--- src/rtl/seven_seg_scanner.sv ---
// seven_seg_scanner: binary-to-BCD converter plus multiplexed seven-segment scan driver (optional blink via SEVEN_SEG_BLINK_EN)
module seven_seg_scanner #(
  parameter int NUM_DIGITS  = 4,
  parameter int VALUE_WIDTH = 14,
  parameter int REFRESH_DIV = 100000
`ifdef SEVEN_SEG_BLINK_EN
  , parameter int BLINK_SLOTS = 256
`endif
) (
  input  logic                   clock,
  input  logic                   reset,
  input  logic [VALUE_WIDTH-1:0] value,
  input  logic                   value_valid,
  output logic                   ready,
  input  logic [NUM_DIGITS-1:0]  digit_en,
  input  logic [NUM_DIGITS-1:0]  dp_in,
  input  logic                   blank_leading,
`ifdef SEVEN_SEG_BLINK_EN
  input  logic [NUM_DIGITS-1:0]  blink_mask,
`endif
  output logic                   overflow,
  output logic [NUM_DIGITS-1:0]  an,
  output logic [6:0]             seg,
  output logic                   dp
);
  localparam int BCD_DIGITS = (VALUE_WIDTH + 2) / 3;
  localparam int SD = BCD_DIGITS > NUM_DIGITS ? BCD_DIGITS : NUM_DIGITS;
  localparam int SW = 4 * SD;
  localparam int DW = 4 * NUM_DIGITS;
  localparam int IW = NUM_DIGITS > 1 ? $clog2(NUM_DIGITS) : 1;
  localparam int PW = $clog2(REFRESH_DIV);
  localparam int CW = $clog2(VALUE_WIDTH + 1);

  typedef enum logic [1:0] {IDLE, SHIFT, COMMIT} state_t;

  state_t                 state;
  logic [VALUE_WIDTH-1:0] sh;
  logic [SW-1:0]          scratch;
  logic [SW-1:0]          adj;
  logic [CW-1:0]          bit_cnt;
  logic [DW-1:0]          bcd;
  logic                   ovf_next;
  logic [PW-1:0]          pre;
  logic [IW-1:0]          idx;
  logic [IW-1:0]          nidx;
  logic                   wrap;
  logic [NUM_DIGITS-1:0]  upper_zero;
  logic                   z;
  logic [3:0]             nib;
  logic                   blank;
  logic                   blink_hide;

  function automatic logic [6:0] enc(input logic [3:0] d);
    case (d)
      4'd0:    enc = 7'b1000000;
      4'd1:    enc = 7'b1111001;
      4'd2:    enc = 7'b0100100;
      4'd3:    enc = 7'b0110000;
      4'd4:    enc = 7'b0011001;
      4'd5:    enc = 7'b0010010;
      4'd6:    enc = 7'b0000010;
      4'd7:    enc = 7'b1111000;
      4'd8:    enc = 7'b0000000;
      4'd9:    enc = 7'b0010000;
      default: enc = 7'b1111111;
    endcase
  endfunction

  // Double-dabble correction: add 3 to every scratch nibble that is 5 or more before the shift
  always_comb begin
    adj = scratch;
    for (int i = 0; i < SD; i++)
      adj[i*4 +: 4] = scratch[i*4 +: 4] >= 4'd5 ? scratch[i*4 +: 4] + 4'd3 : scratch[i*4 +: 4];
  end

  // Any nonzero nibble above the displayed ones means the value does not fit on the display
  always_comb begin
    ovf_next = 1'b0;
    for (int i = NUM_DIGITS; i < SD; i++)
      ovf_next = ovf_next | (|scratch[i*4 +: 4]);
  end

  // Converter FSM: capture, shift one bit per cycle, then commit the result in one step
  always_ff @(posedge clock) begin
    if (reset) begin
      state    <= IDLE;
      ready    <= 1'b1;
      sh       <= '0;
      scratch  <= '0;
      bit_cnt  <= '0;
      bcd      <= '0;
      overflow <= 1'b0;
    end else begin
      case (state)
        IDLE: if (value_valid && ready) begin
          sh      <= value;
          scratch <= '0;
          bit_cnt <= '0;
          ready   <= 1'b0;
          state   <= SHIFT;
        end
        SHIFT: begin
          scratch <= {adj[SW-2:0], sh[VALUE_WIDTH-1]};
          sh      <= sh << 1;
          bit_cnt <= bit_cnt + 1'b1;
          if (bit_cnt == CW'(VALUE_WIDTH - 1)) state <= COMMIT;
        end
        COMMIT: begin
          bcd      <= scratch[DW-1:0];
          overflow <= ovf_next;
          ready    <= 1'b1;
          state    <= IDLE;
        end
        default: state <= IDLE;
      endcase
    end
  end

  // upper_zero[i] is set when nibbles i..NUM_DIGITS-1 are all zero
  always_comb begin
    z = 1'b1;
    upper_zero = '0;
    for (int i = NUM_DIGITS - 1; i >= 0; i--) begin
      z = z & (bcd[i*4 +: 4] == 4'd0);
      upper_zero[i] = z;
    end
  end

`ifdef SEVEN_SEG_BLINK_EN
  localparam int BW = BLINK_SLOTS > 1 ? $clog2(BLINK_SLOTS) : 1;
  logic          blink_on;
  logic [BW-1:0] blink_cnt;

  // Blink phase flips after BLINK_SLOTS complete scans and starts in the visible phase
  always_ff @(posedge clock) begin
    if (reset) begin
      blink_on  <= 1'b1;
      blink_cnt <= '0;
    end else if (wrap && idx == IW'(NUM_DIGITS - 1)) begin
      blink_cnt <= blink_cnt == BW'(BLINK_SLOTS - 1) ? '0 : blink_cnt + 1'b1;
      if (blink_cnt == BW'(BLINK_SLOTS - 1)) blink_on <= ~blink_on;
    end
  end

  assign blink_hide = !blink_on && blink_mask[nidx];
`else
  assign blink_hide = 1'b0;
`endif

  assign wrap  = pre == PW'(REFRESH_DIV - 1);
  assign nidx  = idx == IW'(NUM_DIGITS - 1) ? '0 : idx + 1'b1;
  assign nib   = bcd[nidx*4 +: 4];
  assign blank = !digit_en[nidx] || (!overflow && blank_leading && nidx != '0 && upper_zero[nidx]) || blink_hide;

  // Scan: prescaler wrap advances the digit and loads an/seg/dp for the new digit together
  always_ff @(posedge clock) begin
    if (reset) begin
      pre <= '0;
      idx <= '0;
      an  <= '1;
      seg <= 7'b1111111;
      dp  <= 1'b1;
    end else begin
      pre <= wrap ? '0 : pre + 1'b1;
      if (wrap) begin
        idx <= nidx;
        an  <= blank ? '1 : ~(NUM_DIGITS'(1) << nidx);
        seg <= blank ? 7'b1111111 : overflow ? 7'b0111111 : enc(nib);
        dp  <= blank ? 1'b1 : ~dp_in[nidx];
      end
    end
  end
endmodule

--- config.mk ---
export PLATFORM = sky130hd
export DESIGN_NAME = seven_seg_scanner
export DESIGN_NICKNAME = d
export VERILOG_FILES = /design/src/rtl/seven_seg_scanner.sv
export SDC_FILE = /design/constraint.sdc
export NUM_CORES = 1
export LEC_CHECK = 0
export ABC_AREA = 1
export BUFFER_PORTS_ARGS = -buffer_cell sky130_fd_sc_hd__clkbuf_2
export CAP_MARGIN = 15
export CORE_ASPECT_RATIO = 1.4
export CORE_MARGIN = 10
export CORE_UTILIZATION = 35
export CTS_CLUSTER_SIZE = 12
export DETAILED_ROUTE_END_ITERATION = 7
export PLACE_DENSITY = 0.55
export SKIP_CTS_REPAIR_TIMING = 1
export SKIP_LAST_GASP = 1
export SLEW_MARGIN = 5
export SYNTH_ARGS = -nofsm -noshare
export SYNTH_HDL_FRONTEND = slang
export SYNTH_SLANG_ARGS = --single-unit
--- constraint.sdc ---
create_clock -name clock -period 2.2 [get_ports clock]
set_input_delay 0.22 -clock clock [delete_from_list [all_inputs] [get_ports clock]]
set_output_delay 0.22 -clock clock [all_outputs]
set_load 0.02 [all_outputs]
* After elaboration in Yosys (flattened, before gate mapping)
Memory sizes are Yosys's and may differ from the RTL's.
Cells that the tools add are included.
W data, S select, Z words.
** Operators by class
- Add/sub/neg operators :: 8
- $lt $le $gt $ge :: 6
- Equal/unequal tests :: 7
- Shift operators :: 2
- Multiplexer cells :: 27
- Bitwise operators :: 5
- Reduce and logical (&&, ||, !) cells :: 20
** Operators with widths (count)
- $pmux W20 S2 :: 1
- $pmux W14 S2 :: 1
- $mux W4 :: 6
- $ge A4 B3 Y1 const B :: 5
- $mux W20 :: 1
- $add A17 B1 Y17 const B :: 1
- $eq A17 B17 Y1 const B :: 1
- $add A4 B2 Y4 const B :: 4
- $logic_not A4 Y1 :: 4
- $shiftx A16 B5 Y4 :: 1
- $mux W14 :: 1
- $mux W7 :: 2
- $pmux W4 S2 :: 1
- $bmux W1 S2 :: 3
- $mux W2 :: 3
- $reduce_and A2 Y1 :: 3
- $reduce_bool A2 Y1 :: 3
- $mux W1 :: 5
- $add A4 B1 Y4 const B :: 1
- $eq A2 B2 Y1 const B :: 2
- $eq A4 B4 Y1 const B :: 1
- $logic_and A1 B1 Y1 :: 4
- $ne A2 B2 Y1 const B :: 2
- $not A4 Y4 :: 1
- 15 further kinds :: 18
** Word-level totals
- Register bits after elaboration :: 89
- Bits in read-only memories :: 112
- Bits of input ports :: 26
- Output and inout port bits :: 14
- Logic and storage cells :: 88
- Memories :: 1
** Memories
- (name not given) :: depth 16, bits a word 7, read ports 1, clocked after memory_dff 0, wr ports 0, line 54 : case (d)

* Depth between registers and ports, before layout
Gate-level depths: netlist of the first run.
- Depth in word-level cells :: 9
- Depth in mapped cells :: 13
- Mapped depth without buffers :: 13

* Worst setup path after synthesis of the first run
Ideal clock, no wire load.
- Path kind :: flip-flop to flip-flop
- Start point :: register idx[0]
- End point :: register seg[3]
- Library setup time :: 0.116 ns
- Arrival :: 1.736 ns
- Required time :: 2.084 ns
- Path slack :: 0.348 ns
- Cell stages (with the launch flop) :: 14
- Cell sequence :: dfxtp_1 inv_1 ha_1 clkbuf_2 inv_2 nand3_1 nand2_1 nand2_1 nand2_1 nand2_1 nor2_1 nand2_1 nand2_1 nand2_1
** Between the ends
- Word-level cells in the longest chain between the ends :: 7
** RTL lines
- start: declaration :: line 44 : logic [IW-1:0] idx;
- start signal: assignment :: line 166 : idx <= nidx;
- $add A2 B1 Y2 or $eq A2 B2 Y1 (tied branches) :: line 151 : assign nidx = idx == IW'(NUM_DIGITS - 1) ? '0 : idx + 1'b1;
- $mux W2 (*) :: line 151
- named net nidx[1] :: line 45 : logic [IW-1:0] nidx;
- branches (longest 4 deep; another with $mem_v2 Z16 W7)
- $mux W7 (*) :: line 168 : seg <= blank ? 7'b1111111 : overflow ? 7'b0111111 : enc(nib);
- end signal: assignment :: line 168
- end: declaration :: line 23 : output logic [6:0] seg,
Mark *: on every way through the listed nets, which the timed path passes. The select of a mux whose other input is x is not followed.
A chain may end at the register's enable or synchronous reset.

* Final worst setup path of the first run
Ends and elaborated chain as after synthesis.

==> results of run 1 <==
## per-stage QoR
step	power [mW]	utilization, %	worst slack (ns)	instances
after floorplan	1.858	-	0.3479	589
after global placement	1.939	38.97	0.2198	763
after detailed placement	1.945	38.97	0.1195	763
after CTS	3.386	41.27	0.09362	779
after global routing	3.468	41.32	0.0004541	779
final	3.329	41.32	0.2001	779
## Yosys cell counts, types with 2 or more instances
cell,instances
sky130_fd_sc_hd__nand2_1,122
sky130_fd_sc_hd__dfxtp_1,89
sky130_fd_sc_hd__a21oi_1,67
sky130_fd_sc_hd__nor2_1,62
sky130_fd_sc_hd__inv_1,55
sky130_fd_sc_hd__o21ai_0,37
sky130_fd_sc_hd__nand3_1,36
sky130_fd_sc_hd__ha_1,18
sky130_fd_sc_hd__clkbuf_1,9
sky130_fd_sc_hd__nor3_1,8
sky130_fd_sc_hd__inv_2,7
sky130_fd_sc_hd__o221ai_1,7
sky130_fd_sc_hd__or2_2,7
sky130_fd_sc_hd__xor2_1,7
sky130_fd_sc_hd__a31oi_1,6
sky130_fd_sc_hd__buf_2,6
sky130_fd_sc_hd__nand2_2,4
sky130_fd_sc_hd__nand4_1,4
sky130_fd_sc_hd__nor2_2,4
sky130_fd_sc_hd__o22ai_1,4
sky130_fd_sc_hd__a211oi_1,3
sky130_fd_sc_hd__buf_4,3
sky130_fd_sc_hd__nand3_2,3
sky130_fd_sc_hd__o32ai_1,3
sky130_fd_sc_hd__nor2_4,2
sky130_fd_sc_hd__nor3_2,2
sky130_fd_sc_hd__o21a_1,2
sky130_fd_sc_hd__or2_0,2
## cells by family (layout without fill, tap and decap cells)
kind of cell	Yosys count	after routing	share of synthesized area (%)
xor gates and xnor gates	8	8	1.629
AOI/OAI and AO/OA	132	132	17.02
and+or+nand+nor	260	260	26.88
adders and majority gates	18	18	5.237
DFF	89	89	41.43
buffers and inverters	82	125	7.797
## state kept, by name (all words and copies together), names as in the netlist
name	cells
ready	1
an	4
seg	7
bit_cnt	4
state	2
pre	17
idx	2
scratch	20
overflow	1
bcd	16
dp	1
sh	14
## worst max-delay path, delay by kind of cell, from the launching register on
family	cells	cell delay, ns
DFF	1	0.43
buffers and inverters	2	0.30
adders and majority gates	1	0.37
and+or+nand+nor	9	0.79
## path summary, 6_finish.rpt
kind,start,end,slack (ns)
worst min register to register,scratch[19],scratch[19],0.46
worst min-delay path,value[0],sh[0],0.13
worst max-delay path,idx[0],seg[3],0.20
worst max register to register,idx[0],seg[3],0.20
## cell usage in the layout (no fill, tap or decap), types with 8 or more instances in the layout
cell / netlist / routed
sky130_fd_sc_hd__dfxtp_1: 89 / 89
sky130_fd_sc_hd__nor3_1: 8 / 8
sky130_fd_sc_hd__nor2_1: 62 / 61
sky130_fd_sc_hd__clkbuf_2: 1 / 39
sky130_fd_sc_hd__ha_1: 18 / 17
sky130_fd_sc_hd__nand2_1: 122 / 121
sky130_fd_sc_hd__a21oi_1: 67 / 67
sky130_fd_sc_hd__nand3_1: 36 / 36
sky130_fd_sc_hd__inv_1: 55 / 55
sky130_fd_sc_hd__clkbuf_16: 0 / 9
sky130_fd_sc_hd__o21ai_0: 37 / 37
## layout make-up
| type | count | area share (%) |
|---|---|---|
| clock buffer | 13 | 5.277 |
| clock inverter | 3 | 0.3044 |
| inverter | 62 | 4.718 |
| multi-input combinational | 418 | 44.42 |
| sequential | 89 | 36.12 |
| tap | 147 | 3.729 |
| timing repair buffer | 47 | 5.429 |
## power groups by stage
stage | combinational [mW] | sequential, mW | clock, mW
final | 0.229 | 1.68 | 1.43
after global routing | 0.261 | 1.68 | 1.53
after CTS | 0.234 | 1.67 | 1.48
after detailed placement | 0.234 | 1.71 | 0
after global placement | 0.229 | 1.71 | 0
after floorplan | 0.150 | 1.71 | 0
## layer usage
layer,wire (microns),global-route usage [%],vias to the layer above
met5,0,0,-
met1,4280,12.97,1759
met2,4694,20.06,70
li1,-,-,2016
met3,520,2.930,9
met4,148,5.344,0
==> flow_results.xml, run 1 <==
<?xml version="1.0" encoding="UTF-8"?>
<metrics>
  <group name="yosys">
    <metric name="synth_area_leader_cell" unit="">sky130_fd_sc_hd__dfxtp_1</metric>
    <metric name="ys.flop_type" unit="">sky130_fd_sc_hd__dfxtp_1</metric>
    <metric name="synth-seq-area-share" unit="%">41.43</metric>
    <metric name="synth-async-reset-ratio" unit="%">0</metric>
    <metric name="yosys_warnings" unit="">0</metric>
    <metric name="syn_nets" unit="">633</metric>
    <metric name="synthDistinctLibCells" unit="">38</metric>
    <metric name="yosysTopAreaCellShare" unit="%">41.43</metric>
    <metric name="syn-cell-area" unit="sq mm">0.004300</metric>
    <metric name="syn_area_per_cell" unit="sq um">7.301</metric>
    <metric name="syn_inst" unit="">589</metric>
    <metric name="synth.top_cells.by_area" unit="">sky130_fd_sc_hd__dfxtp_1 41%, sky130_fd_sc_hd__nand2_1 11%, sky130_fd_sc_hd__a21oi_1 7.8%, sky130_fd_sc_hd__nor2_1 5.4%, sky130_fd_sc_hd__ha_1 5.2%</metric>
    <metric name="synth_seq_cells" unit="">89</metric>
    <metric name="synth-edff-count" unit="">0</metric>
  </group>
  <group name="clock_network">
    <metric name="clkTransAtPathRegs" unit="ns">0.06</metric>
    <metric name="cts_inserted_buffers" unit="">9</metric>
    <metric name="clkSinkCount" unit="">89</metric>
    <metric name="htreeDepth" unit="">3</metric>
    <metric name="cts_root_buffer" unit="">sky130_fd_sc_hd__clkbuf_16</metric>
    <metric name="cts-root-to-sink-buffers" unit="">2</metric>
    <metric name="clock_tree_from_tritoncts" unit="">done</metric>
    <metric name="clkLatencyLatePin" unit="ns">0.34</metric>
  </group>
  <group name="power_and_ir_drop">
    <metric name="netsw" unit="uW">774.9</metric>
    <metric name="power_frac_comb" unit="%">6.9</metric>
    <metric name="p_seq_share" unit="%">50.3</metric>
    <metric name="power_per_standard_cell_area" unit="mW/mm^2">675.0</metric>
    <metric name="reported_leakage_power" unit="nW">1.938</metric>
    <metric name="irDropWorstVdd" unit="V">0.0003263</metric>
    <metric name="switching_power_share_of_the_total" unit="%">23.27</metric>
    <metric name="power_report.internal_total" unit="mW">2.555</metric>
    <metric name="clock_share_of_power" unit="%">42.8</metric>
  </group>
  <group name="placed_design">
    <metric name="dpl_cell_area" unit="sq mm">0.004652</metric>
    <metric name="hpwl" unit="microns">6958</metric>
    <metric name="globalplace.congestion" unit="">0.8382</metric>
    <metric name="count_of_input_and_output_buffers" unit="">39</metric>
  </group>
  <group name="drt">
    <metric name="wl_per_cell" unit="microns">12.38</metric>
    <metric name="initialDrtViolationCount" unit="">214</metric>
    <metric name="post_detailed_routing_wire_length" unit="microns">9644</metric>
    <metric name="detailedRoute.firstPassIterationCount" unit="">5</metric>
    <metric name="ant_nets" unit="">0</metric>
    <metric name="route.detailed.drc" unit="">0</metric>
    <metric name="via_count" unit="">3854</metric>
    <metric name="route.detailed.vias_per_inst" unit="">4.947</metric>
  </group>
  <group name="setup_path">
    <metric name="critical-path-top-cell-by-count" unit="">sky130_fd_sc_hd__nand2_1</metric>
    <metric name="endpoint_kind" unit="">flip-flop</metric>
    <metric name="timing_worst_setup_path_type" unit="">flip-flop to flip-flop</metric>
    <metric name="timing.critical_path.slowest_cell_delay" unit="ns">0.43</metric>
    <metric name="cell_by_cell_trace_of_the_critical_path" unit="">inv_1 -&gt; ha_2 -&gt; inv_2 -&gt; nand3_1 -&gt; nand2_2 -&gt; nand2_1 -&gt; nand2_1 -&gt; nand2_1 -&gt; nor2_1 -&gt; nand2_1 -&gt; nand2_1 -&gt; nand2_1</metric>
    <metric name="worst_ep_arrival" unit="ns">2.22</metric>
    <metric name="worst_setup_path_start_kind" unit="">flip-flop</metric>
    <metric name="critical_path.max_fanout" unit="">10</metric>
    <metric name="worst_r2r_path_depth" unit="">12</metric>
    <metric name="worst_ep_required_time" unit="ns">2.42</metric>
    <metric name="cp_slowest_cell" unit="">sky130_fd_sc_hd__dfxtp_1</metric>
  </group>
  <group name="timing">
    <metric name="setup_violations" unit="">0</metric>
    <metric name="period_needed" unit="ns">2.000</metric>
    <metric name="setup_tns" unit="ns">0</metric>
    <metric name="max_slew_margin" unit="%">73.60</metric>
    <metric name="worst_hold_slack" unit="ns">0.1305</metric>
    <metric name="timing_worst_slew_pin_value" unit="ns">0.3960</metric>
    <metric name="grt_setup_unrepaired" unit="">false</metric>
    <metric name="final-max-slew-violation-count" unit="">0</metric>
    <metric name="finalClockSkew" unit="ns">0.008207</metric>
    <metric name="max_freq" unit="MHz">500.0</metric>
    <metric name="final-hold-violation-count" unit="">0</metric>
    <metric name="finalCritPeriodShare" unit="%">90.90</metric>
  </group>
  <group name="finish">
    <metric name="drive_above_1_share" unit="%">15.03</metric>
    <metric name="final_cell_area" unit="sq mm">0.004932</metric>
    <metric name="fill_cells" unit="">1262</metric>
    <metric name="layout-area-overhead-vs-synth" unit="%">14.69</metric>
    <metric name="multi_input_comb_area" unit="sq mm">0.002191</metric>
    <metric name="sequential_cell_area" unit="sq mm">0.001782</metric>
    <metric name="finalNetCount" unit="">671</metric>
    <metric name="insertedDiodeCount" unit="">0</metric>
  </group>
  <group name="floorplan">
    <metric name="die_height" unit="microns">151.2</metric>
    <metric name="core" unit="sq mm">0.01194</metric>
    <metric name="pin_count" unit="">40</metric>
    <metric name="rows" unit="">47</metric>
    <metric name="die_width" unit="microns">113.7</metric>
    <metric name="initial_core_util" unit="%">36.02</metric>
    <metric name="floorplan.die_area" unit="sq mm">0.01718</metric>
  </group>
  <group name="run">
    <metric name="drv.max_cap_violation_count" unit="">0</metric>
  </group>
  <group name="hold_path">
    <metric name="min_path_cells" unit="">3</metric>
    <metric name="min-delay-path-class" unit="">input port to flip-flop</metric>
  </group>
  <group name="global_route">
    <metric name="grt_pass1_vias" unit="">3678</metric>
    <metric name="grt_max_degree" unit="">36</metric>
    <metric name="overflow" unit="">0</metric>
    <metric name="first_pass_grt_wire_length" unit="microns">16540</metric>
    <metric name="antenna_violations_before_repair" unit="">0</metric>
    <metric name="grt_util_all_layers" unit="%">11.57</metric>
  </group>
  <group name="status">
    <metric name="run_status" unit="">complete, no violations</metric>
  </group>
</metrics>
Power figures use the tool's default switching activity.
==> run 2: changes to the inputs <==
PLACE_DENSITY = 0.57   (was 0.55)
clock period = 1.7 ns   (was 2.2 ns; I/O delays follow)
==> run 2 against run 1 <==
Net effect: via count grew 4.1%; critical path type unchanged; sequential share of layout area shrank 2.6 points; non-clock buffer count grew 22; maximum frequency grew 21%; die area is the same; global-route usage grew 0.23 points; register-to-register slack lost 0.16 ns; wire length grew 7.3%; combinational power grew 38%; cell count grew 3.1%; design area grew 8.3%; critical endpoint unchanged.
==> flow_results.xml, run 2 (synthesized netlist as in run 1, its figures left out) <==
<?xml version="1.0" encoding="UTF-8"?>
<metrics>
  <group name="timing">
    <metric name="timing.final.ws_setup" unit="ns">0.04449</metric>
    <metric name="final-max-slew-violation-count" unit="">0</metric>
    <metric name="setup_violations" unit="">0</metric>
    <metric name="period_needed" unit="ns">1.656</metric>
    <metric name="grt_setup_unrepaired" unit="">true</metric>
    <metric name="timing_worst_slew_pin_value" unit="ns">0.6940</metric>
    <metric name="setup_tns" unit="ns">0</metric>
    <metric name="final-hold-violation-count" unit="">0</metric>
    <metric name="max_freq" unit="MHz">604.0</metric>
    <metric name="finalCritPeriodShare" unit="%">97.38</metric>
    <metric name="finalClockSkew" unit="ns">0.004437</metric>
    <metric name="max_slew_margin" unit="%">53.68</metric>
  </group>
  <group name="run">
    <metric name="drv.max_cap_violation_count" unit="">0</metric>
  </group>
  <group name="setup_path">
    <metric name="timing_worst_setup_path_type" unit="">flip-flop to flip-flop</metric>
    <metric name="timing.critical_path.slowest_cell_delay" unit="ns">0.36</metric>
    <metric name="worst-path-buf-inv" unit="">2</metric>
    <metric name="worst_ep_required_time" unit="ns">1.93</metric>
    <metric name="path_delay_family" unit="">simple AND/OR/NAND/NOR gates</metric>
    <metric name="cell_by_cell_trace_of_the_critical_path" unit="">ha_4 -&gt; inv_4 -&gt; nand2_8 -&gt; buf_6 -&gt; nand2_1 -&gt; nand3_2 -&gt; nand2_4 -&gt; nand2_2 -&gt; nand2_2 -&gt; nand2_4 -&gt; nor2_4 -&gt; nand2_1 -&gt; nand2_1 -&gt; nand2_1</metric>
    <metric name="cp_slowest_cell" unit="">sky130_fd_sc_hd__dfxtp_4</metric>
    <metric name="critical-path-top-cell-by-count" unit="">sky130_fd_sc_hd__nand2_1</metric>
    <metric name="worst_ep_arrival" unit="ns">1.89</metric>
    <metric name="endpoint_kind" unit="">flip-flop</metric>
    <metric name="critical_path.max_fanout" unit="">6</metric>
    <metric name="worst_setup_path_start_kind" unit="">flip-flop</metric>
  </group>
  <group name="floorplan">
    <metric name="core" unit="sq mm">0.01194</metric>
    <metric name="pin_count" unit="">40</metric>
    <metric name="rows" unit="">47</metric>
    <metric name="die_width" unit="microns">113.7</metric>
    <metric name="die_height" unit="microns">151.2</metric>
    <metric name="initial_core_util" unit="%">36.02</metric>
    <metric name="floorplan.die_area" unit="sq mm">0.01718</metric>
  </group>
  <group name="global_route">
    <metric name="antenna_violations_before_repair" unit="">0</metric>
    <metric name="grt_pass1_vias" unit="">3893</metric>
    <metric name="global_route.usage.met1" unit="%">13.28</metric>
    <metric name="grt_util_all_layers" unit="%">11.80</metric>
    <metric name="global_route.usage.met2" unit="%">20.29</metric>
    <metric name="grt_max_degree" unit="">36</metric>
    <metric name="overflow" unit="">0</metric>
    <metric name="globalRouteMet3Util" unit="%">3.127</metric>
    <metric name="most_congested_layer_reported_by_global_routing" unit="">met2</metric>
    <metric name="first_pass_grt_wire_length" unit="microns">17060</metric>
  </group>
  <group name="clock_network">
    <metric name="cts_inserted_buffers" unit="">9</metric>
    <metric name="cts-root-to-sink-buffers" unit="">2</metric>
    <metric name="clkTransAtPathRegs" unit="ns">0.06</metric>
    <metric name="clkSinkCount" unit="">89</metric>
    <metric name="htreeDepth" unit="">3</metric>
    <metric name="cts_root_buffer" unit="">sky130_fd_sc_hd__clkbuf_16</metric>
    <metric name="clock_tree_from_tritoncts" unit="">done</metric>
    <metric name="clkLatencyLatePin" unit="ns">0.34</metric>
  </group>
  <group name="power_and_ir_drop">
    <metric name="power_frac_comb" unit="%">7.0</metric>
    <metric name="netsw" unit="mW">1.015</metric>
    <metric name="p_seq_share" unit="%">47.9</metric>
    <metric name="switching_power_share_of_the_total" unit="%">22.44</metric>
    <metric name="irDropWorstVdd" unit="V">0.0004347</metric>
    <metric name="power_report.internal_total" unit="mW">3.507</metric>
    <metric name="power_per_standard_cell_area" unit="mW/mm^2">846.6</metric>
    <metric name="clock_share_of_power" unit="%">45.1</metric>
    <metric name="reported_leakage_power" unit="nW">2.131</metric>
    <metric name="power.total" unit="mW">4.522</metric>
  </group>
  <group name="drt">
    <metric name="route.detailed.vias_per_inst" unit="">4.995</metric>
    <metric name="detailedRoute.firstPassIterationCount" unit="">4</metric>
    <metric name="initialDrtViolationCount" unit="">212</metric>
    <metric name="route.detailed.drc" unit="">0</metric>
    <metric name="wl_per_cell" unit="microns">12.89</metric>
    <metric name="via_count" unit="">4011</metric>
    <metric name="ant_nets" unit="">0</metric>
    <metric name="post_detailed_routing_wire_length" unit="microns">10350</metric>
  </group>
  <group name="hold_path">
    <metric name="min-delay-path-class" unit="">input port to flip-flop</metric>
  </group>
  <group name="finish">
    <metric name="layout_common_cells" unit="">112 x sky130_fd_sc_hd__nand2_1, 85 x sky130_fd_sc_hd__dfxtp_1, 67 x sky130_fd_sc_hd__a21oi_1</metric>
    <metric name="mostFrequentLayoutCell" unit="">sky130_fd_sc_hd__nand2_1</metric>
    <metric name="utilization" unit="%">44.74</metric>
    <metric name="insertedDiodeCount" unit="">0</metric>
    <metric name="drive_above_1_share" unit="%">22.10</metric>
    <metric name="largest_register" unit="">scratch</metric>
    <metric name="finalNetCount" unit="">695</metric>
    <metric name="layout-area-overhead-vs-synth" unit="%">24.21</metric>
    <metric name="fill_cells" unit="">1231</metric>
    <metric name="largest_registers" unit="">scratch (20), pre (17), bcd (16)</metric>
    <metric name="largest_register_ff_count" unit="">20</metric>
  </group>
  <group name="placed_design">
    <metric name="count_of_input_and_output_buffers" unit="">39</metric>
    <metric name="hpwl" unit="microns">7074</metric>
    <metric name="globalplace.congestion" unit="">0.8191</metric>
    <metric name="pre_cts_ws" unit="ns">-0.09226</metric>
  </group>
  <group name="status">
    <metric name="run_status" unit="">complete, no violations</metric>
  </group>
</metrics>
## run 2: cell types whose count changed in the layout (fill, tap and decap cells not counted), sizes merged
cell    delta
buf       +21
bufinv     +1
nor2       +2
clkbuf     +2
clkinv     -2
## run 2: worst paths after layout
kind             from  endpoint  slack (ns)  depth (start not counted)
min          value[0]     sh[0]        0.07                          3
max reg2reg    idx[0]    seg[3]        0.04                         14
max            idx[0]    seg[3]        0.04                         14
min reg2reg    sh[13]    sh[13]        0.46                          2
## run 2: cell type report
class	count	area [sq um]	area share, %
timing repair buffer	69	457.9	8.573
tap	147	183.9	3.443
clock buffer	14	274.0	5.130
clock inverter	2	35.03	0.6559
multi-input combinational	420	2359	44.16
sequential	89	1792	33.54
inverter	62	240.2	4.498
## run 2: worst min-delay path: cells and delay by family
kind            cells  cell delay [ns]
compound gates      1             0.05
simple gates        1             0.05
buf+inv             1             0.08
## run 2: per-layer routing
metal  vias to the layer above  share of wire, %
li1                       2072                 -
met1                      1850                45
met2                        74                49
met3                        15               4.7
met4                         0               1.9
met5                         -                 0
## run 2: power groups by stage
| stage | clock (mW) | sequential (mW) | combinational, mW |
|---|---|---|---|
| 2_1_floorplan | 0 | 2.21 | 0.195 |
| 3_3_place_gp | 0 | 2.21 | 0.288 |
| 3_5_place_dp | 0 | 2.21 | 0.295 |
| 4_1_cts | 2.10 | 2.17 | 0.296 |
| 5_1_grt | 2.18 | 2.17 | 0.356 |
| 6_report | 2.04 | 2.17 | 0.317 |
## run 2: stage by stage
| stage | std cells | hold slack, ns | area, sq um |
|---|---|---|---|
| 3_5_place_dp | 776 | 0.4287 | 4758 |
| 3_3_place_gp | 776 | 0.4183 | 4758 |
| 6_report | 803 | 0.07118 | 5341 |
| 5_1_grt | 803 | 0.08573 | 5341 |
| 2_1_floorplan | 589 | 0.3187 | 4312 |
| 4_1_cts | 792 | 0.06962 | 5067 |
